$ cat src/rtl/imu_i2c_pkg.sv
// Shared types for the IMU I2C responder: FSM states, register map and STATUS bits.
`timescale 1ns/1ps
package imu_i2c_pkg;

    typedef enum logic [3:0] {
        IDLE,
        ADDR,
        ADDR_ACK,
        REG,
        REG_ACK,
        WDATA,
        WDATA_ACK,
        RDATA,
        RDATA_ACK,
        WAIT_STOP
    } i2c_state_t;

    localparam int NUM_SAMPLES = 6;
    localparam int SAMPLE_W    = 10;

    localparam logic [3:0] REG_WHOAMI    = 4'h0;
    localparam logic [3:0] REG_STATUS    = 4'h1;
    localparam logic [3:0] REG_ACCEL_X_H = 4'h2;
    localparam logic [3:0] REG_ACCEL_X_L = 4'h3;
    localparam logic [3:0] REG_ACCEL_Y_H = 4'h4;
    localparam logic [3:0] REG_ACCEL_Y_L = 4'h5;
    localparam logic [3:0] REG_ACCEL_Z_H = 4'h6;
    localparam logic [3:0] REG_ACCEL_Z_L = 4'h7;
    localparam logic [3:0] REG_GYRO_X_H  = 4'h8;
    localparam logic [3:0] REG_GYRO_X_L  = 4'h9;
    localparam logic [3:0] REG_GYRO_Y_H  = 4'hA;
    localparam logic [3:0] REG_GYRO_Y_L  = 4'hB;
    localparam logic [3:0] REG_GYRO_Z_H  = 4'hC;
    localparam logic [3:0] REG_GYRO_Z_L  = 4'hD;
    localparam logic [3:0] REG_CTRL      = 4'hE;

    localparam int STATUS_NEW_SAMPLE = 0;
    localparam int STATUS_OVERRUN    = 1;

    // High byte of a 10-bit signed sample, sign-extended across the top six bits.
    function automatic logic [7:0] sample_hi_byte(input logic [1:0] top_bits);
        return {{6{top_bits[1]}}, top_bits};
    endfunction

endpackage

$ cat src/rtl/imu_i2c_responder_bus_monitor.sv
// Oversampling I2C bus monitor: synchronises SCL/SDA and turns them into
// single-cycle START, STOP, SCL-rise and SCL-fall events plus the settled SDA level.
`timescale 1ns/1ps
module i2c_bus_monitor #(
    parameter int SyncStages = 2
) (
    input  logic clk,
    input  logic rst_n,
    input  logic scl_pin,
    input  logic sda_pin,
    output logic scl_rise,
    output logic scl_fall,
    output logic start_det,
    output logic stop_det,
    output logic sda_bit
);

    localparam int STAGES = (SyncStages < 2) ? 2 : SyncStages;

    logic [STAGES-1:0] scl_sync_reg;
    logic [STAGES-1:0] sda_sync_reg;
    logic              scl_prev_reg;
    logic              sda_prev_reg;
    logic              scl_now;
    logic              sda_now;

    // Reset to the idle-bus level so release from reset never looks like a START.
    always_ff @(posedge clk or negedge rst_n) begin
        if (!rst_n) begin
            scl_sync_reg <= '1;
            sda_sync_reg <= '1;
            scl_prev_reg <= 1'b1;
            sda_prev_reg <= 1'b1;
        end else begin
            scl_sync_reg <= {scl_sync_reg[STAGES-2:0], scl_pin};
            sda_sync_reg <= {sda_sync_reg[STAGES-2:0], sda_pin};
            scl_prev_reg <= scl_now;
            sda_prev_reg <= sda_now;
        end
    end

    assign scl_now   = scl_sync_reg[STAGES-1];
    assign sda_now   = sda_sync_reg[STAGES-1];
    assign sda_bit   = sda_now;
    assign scl_rise  = scl_now & ~scl_prev_reg;
    assign scl_fall  = ~scl_now & scl_prev_reg;
    assign start_det = scl_now & scl_prev_reg & sda_prev_reg & ~sda_now;
    assign stop_det  = scl_now & scl_prev_reg & ~sda_prev_reg & sda_now;

endmodule

$ cat src/rtl/imu_i2c_responder.sv
// I2C target exposing IMU samples through an MPU-style register map.
// Optional bus-stall timeout is compiled in with `define I2C_TIMEOUT_EN.
`timescale 1ns/1ps
module imu_i2c_responder
    import imu_i2c_pkg::*;
#(
    parameter logic [6:0] DeviceAddress = 7'h68,
    parameter logic [7:0] WhoAmI        = 8'h68,
    parameter int         SyncStages    = 2,
    parameter int         TimeoutCycles = 500000
) (
    input  logic       CLOCK_50,
    input  logic       Reset_n,
    input  logic [9:0] AccelX,
    input  logic [9:0] AccelY,
    input  logic [9:0] AccelZ,
    input  logic [9:0] GyroX,
    input  logic [9:0] GyroY,
    input  logic [9:0] GyroZ,
    input  logic       SampleValid,
    input  logic       I2C_SCL_in,
    input  logic       I2C_SDA_in,
    output logic       I2C_SDA_oe,
    output logic [7:0] Ctrl,
    output logic       BusActive,
    output logic       ReadDone
);

    logic scl_rise, scl_fall, start_det, stop_det, sda_bit;
    logic timeout_hit;

    i2c_bus_monitor #(.SyncStages(SyncStages)) u_monitor (
        .clk       (CLOCK_50),
        .rst_n     (Reset_n),
        .scl_pin   (I2C_SCL_in),
        .sda_pin   (I2C_SDA_in),
        .scl_rise  (scl_rise),
        .scl_fall  (scl_fall),
        .start_det (start_det),
        .stop_det  (stop_det),
        .sda_bit   (sda_bit)
    );

    i2c_state_t state_reg, state_next;
    logic [2:0] bit_cnt_reg, bit_cnt_next;
    logic [6:0] shift_reg, shift_next;
    logic [7:0] tx_reg, tx_next;
    logic [3:0] ptr_reg, ptr_next;
    logic [7:0] ctrl_reg, ctrl_next;
    logic       rw_reg, rw_next;
    logic       sda_oe_reg, sda_oe_next;
    logic       bus_active_reg, bus_active_next;
    logic       read_any_reg, read_any_next;
    logic       read_done_reg, read_done_next;
    logic [1:0] status_reg, status_next, status_base;
    logic [1:0] snap_status_reg, snap_status_next;
    logic [7:0] snap_ctrl_reg, snap_ctrl_next;
    logic       snap_take;
    logic [7:0] rx_byte;
    logic [7:0] snap_byte;

    logic [SAMPLE_W-1:0] sample_in   [NUM_SAMPLES];
    logic [SAMPLE_W-1:0] snap_sample [NUM_SAMPLES];

    assign sample_in = '{AccelX, AccelY, AccelZ, GyroX, GyroY, GyroZ};

    // Per-axis shadow (live) and snapshot (frozen for the current read burst).
    for (genvar gi = 0; gi < NUM_SAMPLES; gi++) begin : g_sample
        logic [SAMPLE_W-1:0] shadow_reg;
        logic [SAMPLE_W-1:0] snap_reg;

        always_ff @(posedge CLOCK_50 or negedge Reset_n) begin
            if (!Reset_n) begin
                shadow_reg <= '0;
                snap_reg   <= '0;
            end else begin
                if (SampleValid) shadow_reg <= sample_in[gi];
                if (snap_take)   snap_reg   <= shadow_reg;
            end
        end

        assign snap_sample[gi] = snap_reg;
    end

`ifdef I2C_TIMEOUT_EN
    localparam int TIMER_W = $clog2(TimeoutCycles + 1);
    logic [TIMER_W-1:0] timer_reg;

    always_ff @(posedge CLOCK_50 or negedge Reset_n) begin
        if (!Reset_n)
            timer_reg <= '0;
        else if (!bus_active_reg || scl_rise || scl_fall || timeout_hit)
            timer_reg <= '0;
        else
            timer_reg <= timer_reg + 1'b1;
    end

    assign timeout_hit = bus_active_reg && (timer_reg == TIMER_W'(TimeoutCycles));
`else
    // Without the watchdog the limit is meaningless; a zero limit still never fires.
    assign timeout_hit = (TimeoutCycles < 0);
`endif

    always_comb begin
        snap_byte = 8'h00;
        case (ptr_reg)
            REG_WHOAMI:    snap_byte = WhoAmI;
            REG_STATUS:    snap_byte = {6'b0, snap_status_reg};
            REG_ACCEL_X_H: snap_byte = sample_hi_byte(snap_sample[0][9:8]);
            REG_ACCEL_X_L: snap_byte = snap_sample[0][7:0];
            REG_ACCEL_Y_H: snap_byte = sample_hi_byte(snap_sample[1][9:8]);
            REG_ACCEL_Y_L: snap_byte = snap_sample[1][7:0];
            REG_ACCEL_Z_H: snap_byte = sample_hi_byte(snap_sample[2][9:8]);
            REG_ACCEL_Z_L: snap_byte = snap_sample[2][7:0];
            REG_GYRO_X_H:  snap_byte = sample_hi_byte(snap_sample[3][9:8]);
            REG_GYRO_X_L:  snap_byte = snap_sample[3][7:0];
            REG_GYRO_Y_H:  snap_byte = sample_hi_byte(snap_sample[4][9:8]);
            REG_GYRO_Y_L:  snap_byte = snap_sample[4][7:0];
            REG_GYRO_Z_H:  snap_byte = sample_hi_byte(snap_sample[5][9:8]);
            REG_GYRO_Z_L:  snap_byte = snap_sample[5][7:0];
            REG_CTRL:      snap_byte = snap_ctrl_reg;
            default:       snap_byte = 8'h00;
        endcase
    end

    always_comb begin
        state_next      = state_reg;
        bit_cnt_next    = bit_cnt_reg;
        shift_next      = shift_reg;
        tx_next         = tx_reg;
        ptr_next        = ptr_reg;
        ctrl_next       = ctrl_reg;
        rw_next         = rw_reg;
        sda_oe_next     = sda_oe_reg;
        bus_active_next = bus_active_reg;
        read_any_next   = read_any_reg;
        read_done_next  = 1'b0;
        snap_take       = 1'b0;
        rx_byte         = {shift_reg, sda_bit};

        if (start_det) begin
            state_next      = ADDR;
            bit_cnt_next    = 3'd0;
            sda_oe_next     = 1'b0;
            bus_active_next = 1'b1;
        end else if (stop_det) begin
            state_next      = IDLE;
            sda_oe_next     = 1'b0;
            bus_active_next = 1'b0;
            read_done_next  = read_any_reg;
            read_any_next   = 1'b0;
        end else if (timeout_hit) begin
            state_next      = IDLE;
            sda_oe_next     = 1'b0;
            bus_active_next = 1'b0;
            read_any_next   = 1'b0;
        end else begin
            case (state_reg)
                ADDR, REG, WDATA: begin
                    if (scl_rise) begin
                        shift_next   = rx_byte[6:0];
                        bit_cnt_next = bit_cnt_reg + 3'd1;
                        if (bit_cnt_reg == 3'd7) begin
                            if (state_reg == ADDR) begin
                                if (rx_byte[7:1] == DeviceAddress) begin
                                    rw_next    = rx_byte[0];
                                    state_next = ADDR_ACK;
                                end else begin
                                    state_next = WAIT_STOP;
                                end
                            end else if (state_reg == REG) begin
                                ptr_next   = rx_byte[3:0];
                                state_next = REG_ACK;
                            end else begin
                                if (ptr_reg == REG_CTRL) ctrl_next = rx_byte;
                                ptr_next   = ptr_reg + 4'd1;
                                state_next = WDATA_ACK;
                            end
                        end
                    end
                end
                // First SCL fall drives the ACK, the next one releases it.
                ADDR_ACK, REG_ACK, WDATA_ACK: begin
                    if (scl_fall) begin
                        if (!sda_oe_reg) begin
                            sda_oe_next = 1'b1;
                            if (state_reg == ADDR_ACK && rw_reg) snap_take = 1'b1;
                        end else begin
                            sda_oe_next  = 1'b0;
                            bit_cnt_next = 3'd0;
                            if (state_reg == ADDR_ACK && rw_reg) begin
                                state_next  = RDATA;
                                sda_oe_next = ~snap_byte[7];
                                tx_next     = {snap_byte[6:0], 1'b0};
                            end else if (state_reg == ADDR_ACK) begin
                                state_next = REG;
                            end else begin
                                state_next = WDATA;
                            end
                        end
                    end
                end
                RDATA: begin
                    if (scl_fall) begin
                        sda_oe_next = ~tx_reg[7];
                        tx_next     = {tx_reg[6:0], 1'b0};
                    end else if (scl_rise) begin
                        bit_cnt_next = bit_cnt_reg + 3'd1;
                        if (bit_cnt_reg == 3'd7) begin
                            ptr_next      = ptr_reg + 4'd1;
                            read_any_next = 1'b1;
                            state_next    = RDATA_ACK;
                        end
                    end
                end
                RDATA_ACK: begin
                    if (scl_fall) begin
                        sda_oe_next = 1'b0;
                    end else if (scl_rise) begin
                        bit_cnt_next = 3'd0;
                        if (sda_bit) begin
                            state_next = WAIT_STOP;
                        end else begin
                            state_next = RDATA;
                            tx_next    = snap_byte;
                        end
                    end
                end
                default: ;
            endcase
        end

        // A sample landing with the snapshot counts against the freshly cleared STATUS.
        status_base = snap_take ? 2'b00 : status_reg;
        status_next = status_base;
        if (SampleValid) begin
            status_next[STATUS_NEW_SAMPLE] = 1'b1;
            status_next[STATUS_OVERRUN]    = status_base[STATUS_OVERRUN] | status_base[STATUS_NEW_SAMPLE];
        end
        snap_status_next = snap_take ? status_reg : snap_status_reg;
        snap_ctrl_next   = snap_take ? ctrl_reg   : snap_ctrl_reg;
    end

    always_ff @(posedge CLOCK_50 or negedge Reset_n) begin
        if (!Reset_n) begin
            state_reg       <= IDLE;
            bit_cnt_reg     <= 3'd0;
            shift_reg       <= 7'd0;
            tx_reg          <= 8'h00;
            ptr_reg         <= 4'h0;
            ctrl_reg        <= 8'h00;
            rw_reg          <= 1'b0;
            sda_oe_reg      <= 1'b0;
            bus_active_reg  <= 1'b0;
            read_any_reg    <= 1'b0;
            read_done_reg   <= 1'b0;
            status_reg      <= 2'b00;
            snap_status_reg <= 2'b00;
            snap_ctrl_reg   <= 8'h00;
        end else begin
            state_reg       <= state_next;
            bit_cnt_reg     <= bit_cnt_next;
            shift_reg       <= shift_next;
            tx_reg          <= tx_next;
            ptr_reg         <= ptr_next;
            ctrl_reg        <= ctrl_next;
            rw_reg          <= rw_next;
            sda_oe_reg      <= sda_oe_next;
            bus_active_reg  <= bus_active_next;
            read_any_reg    <= read_any_next;
            read_done_reg   <= read_done_next;
            status_reg      <= status_next;
            snap_status_reg <= snap_status_next;
            snap_ctrl_reg   <= snap_ctrl_next;
        end
    end

    assign I2C_SDA_oe = sda_oe_reg;
    assign Ctrl       = ctrl_reg;
    assign BusActive  = bus_active_reg;
    assign ReadDone   = read_done_reg;

endmodule

$ cat config.mk
export PLATFORM = sky130hd
export DESIGN_NAME = imu_i2c_responder
export DESIGN_NICKNAME = d
export VERILOG_FILES = /design/src/rtl/imu_i2c_pkg.sv /design/src/rtl/imu_i2c_responder_bus_monitor.sv /design/src/rtl/imu_i2c_responder.sv
export SDC_FILE = /design/constraint.sdc
export NUM_CORES = 1
export LEC_CHECK = 0
export ABC_AREA = 1
export CAP_MARGIN = 20
export CORE_MARGIN = 1.5
export CORE_UTILIZATION = 40
export DETAILED_ROUTE_END_ITERATION = 16
export GPL_TIMING_DRIVEN = 0
export PLACE_DENSITY = 0.58
export SLEW_MARGIN = 20
export SYNTH_ARGS = -nofsm -noshare
export SYNTH_HDL_FRONTEND = slang
export SYNTH_SLANG_ARGS = --single-unit
export TNS_END_PERCENT = 10
$ cat constraint.sdc
create_clock -name CLOCK_50 -period 2.2 [get_ports CLOCK_50]
set_input_delay 0.44 -clock CLOCK_50 [delete_from_list [all_inputs] [get_ports CLOCK_50]]
set_output_delay 0.44 -clock CLOCK_50 [all_outputs]
set_load 0.01 [all_outputs]
==> flow_summary_export.csv <==
group,metric,value,unit
worst_setup_path,slowest_delay,600,ps
die,die_w,147,µm
die,die_h,147,µm
routing,drt_iter0_markers,372,
clock_tree,cts_tree,"done",
worst_setup_path,required,2520,ps
sta,final-setup-viol-count,0,
die,num_rows,52,
yosys,synth_top_area_share,51.5,%
yosys,yosys_register_bits,177,
worst_setup_path,startpoint_type,"flip-flop",
sta,tns,0,ps
clock_tree,clk_path_buf_depth,2,
clock_tree,htree_levels,4,
min_path,min-delay-path-class,"in -> async",
yosys,yosys.area.top_type,"dfrtp_1",
placed_design,dp.final_hpwl,15.2,mm
clock_tree,cts.sinks,177,
worst_setup_path,path_buf_inv,4,
worst_setup_path,critical_path.max_fanout,10,
yosys,syn_nets,1094,
layout,postLayoutCellArea,10000,µm²
sta,period_share,92.7,%
yosys,ys.flop_type,"dfrtp_1",
worst_setup_path,arrival,2360,ps
routing,ant_nets,0,
worst_setup_path,crit_chain,"inv_1, nand3_1, nand2_2, nor2_4, inv_2, buf_6, buf_6, nand2_1, o21ai_2",
routing,firstDrtPassIters,6,
sta,slew_violations,0,
die,fp.coreArea,20300,µm²
global_route,track_usage,20.1,%
routing,wirelength,20.2,mm
worst_setup_path,r2r-start,"u_monitor.sda_sync_reg[1]",
clock_tree,cts-buffers-inserted,17,
yosys,synth_cell_types,32,
sta,rsz0062_at_grt,"false",
placed_design,gp_congestion,0.930,
yosys,ys_warn_count,0,
die,die-area,21700,µm²
global_route,first_global_vias,6629,
yosys,synth_cells,1023,
flow_run,max-cap-violations,0,
global_route,grt_max_degree,93,
layout,drive_above_1_share,11.2,%
layout,final_nets,1187,
worst_setup_path,cpMaxStageDelayCell,"dfstp_2",
worst_setup_path,crit_type,"reg -> reg",
routing,viasPerCell,4.77,
worst_setup_path,worstSetupStartpoint,"u_monitor.sda_sync_reg[1]",
run_status,status,"complete, but fails checks",
global_route,overflow,0,
yosys,synthArstFlopShare,100,%
routing,num_vias,6680,
sta,whs,-19.3,ps
power,p_leak,4.93,nW
placed_design,pre_cts_ws,-132,ps
sta,fmaxAchievable,490,MHz
sta,tightest_slew,662,ps
routing,wl_per_cell,14.4,µm
yosys,yosysMostFrequentCell,"nand2_1",
clock_tree,cts_root_buffer,"clkbuf_16",
sta,period_minus_slack,2040,ps
worst_setup_path,endpoint_kind,"flip-flop",
layout,antennaDiodeCount,0,
yosys,avgSynthCellArea,8.13,µm²
sta,clock_skew,13.9,ps
routing,drc_errors,0,
power,powerDensity,836,nW/µm²
sta,relSlewSlack,55.9,%
clock_tree,clk_pin_slew,70,ps
worst_setup_path,crit_top_cell,"buf_6",
power,ir_drop,452,µV
sta,setup_slack,160,ps
yosys,syn-cell-area,8310,µm²
global_route,antenna_found_initial,0,
yosys,yosys-top-cells-area,"dfrtp_1 (51%), nand2_1 (15%), o21ai_0 (5.8%)",
sta,hold_viol,5,
die,io_pins,76,
yosys,synth_edf_count,0,
layout,area_delta_synth_final,20.6,%
yosys,yosysSeqAreaShare,53.4,%
worst_setup_path,cpLargestDelayFamily,"simple AND/OR/NAND/NOR gates",
clock_tree,clk_latency,430,ps
die,start_util,41.0,%
placed_design,place_area,9420,µm²
run_status,violations,"negative hold slack",
yosys,netlist_top_cells_count,"nand2_1 (340), dfrtp_1 (171), inv_1 (117)",
placed_design,portBuffers,74,
global_route,grt_pass1_wl,34.2,mm
report_power, final:
part           internal (W)  switching (W)
Clock               0.00166        0.00128
Sequential          0.00352       0.000155
Combinational      0.000611        0.00114
repair_timing:
item / in CTS / in global routing
pin swaps: 0 / 0
gates resized for setup: 1 / 13
setup buffers: 0 / 0
setup endpoints to repair: 8 / 19
hold buffers: 0 / 0
cells in the final DEF (no fill, tap or decap), types with 4 or more instances in the layout:
cell type	instances
nor2_1	73
a21oi_1	7
nor3_1	5
clkdlybuf4s50_1	73
o21ai_1	12
buf_6	10
o21ai_2	36
clkbuf_16	17
nor2_4	4
inv_2	4
nand4_1	11
inv_1	117
dfrtp_1	170
buf_2	11
nor2_2	6
o21ai_0	96
clkbuf_1	18
ha_1	5
nand3_1	66
nand2_1	340
dfstp_2	6
logic make-up (layout without fill, tap and decap cells):
logic type	Yosys count	after routing	synth area share (%)
simple gates	518	518	25.9
buf+inv	165	271	8.59
compound gates	156	156	11.1
flops	177	177	53.4
mux	1	1	0.135
fa+ha+maj	6	6	0.903
final cells by class:
type,instances,area [µm²]
inverter,123,464
clock buffer,22,474
tap,270,338
timing repair buffer,75,773
fill,2055,10300
buffer,41,250
multi-input combinational,681,3190
sequential,177,4440
clock inverter,10,98.8
path summary, 6_finish.rpt:
kind	cells past startpoint	end	slack, ps
min in group CLOCK_50	0	u_monitor.scl_sync_reg[1]	350
hold / removal	1	g_sample[4].shadow_reg[2]	-20
setup reg to reg	9	g_sample[3].snap_reg[7]	160
hold reg to reg	0	u_monitor.scl_sync_reg[1]	350
max in group asynchronous	2	u_monitor.scl_sync_reg[0]	1310
setup / recovery	9	g_sample[3].snap_reg[7]	160
stage by stage:
step                      std cells  util, %  total power (W)
after floorplan                1023        -          0.00495
after global placement         1367     46.3          0.00547
after detailed placement       1368     46.4          0.00550
after CTS                      1399     49.2          0.00847
after global routing           1399     49.4          0.00893
final                          1399     49.4          0.00838
routing by layer:
| metal | vias to the layer above | global-route usage (%) | routed length, µm |
|---|---|---|---|
| met5 | - | 0 | 0 |
| li1 | 3401 | - | - |
| met1 | 3133 | 27.5 | 9420 |
| met2 | 125 | 32.6 | 9600 |
| met3 | 21 | 3.29 | 754 |
| met4 | 0 | 7.00 | 415 |
(Power assumes the default switching activity.)
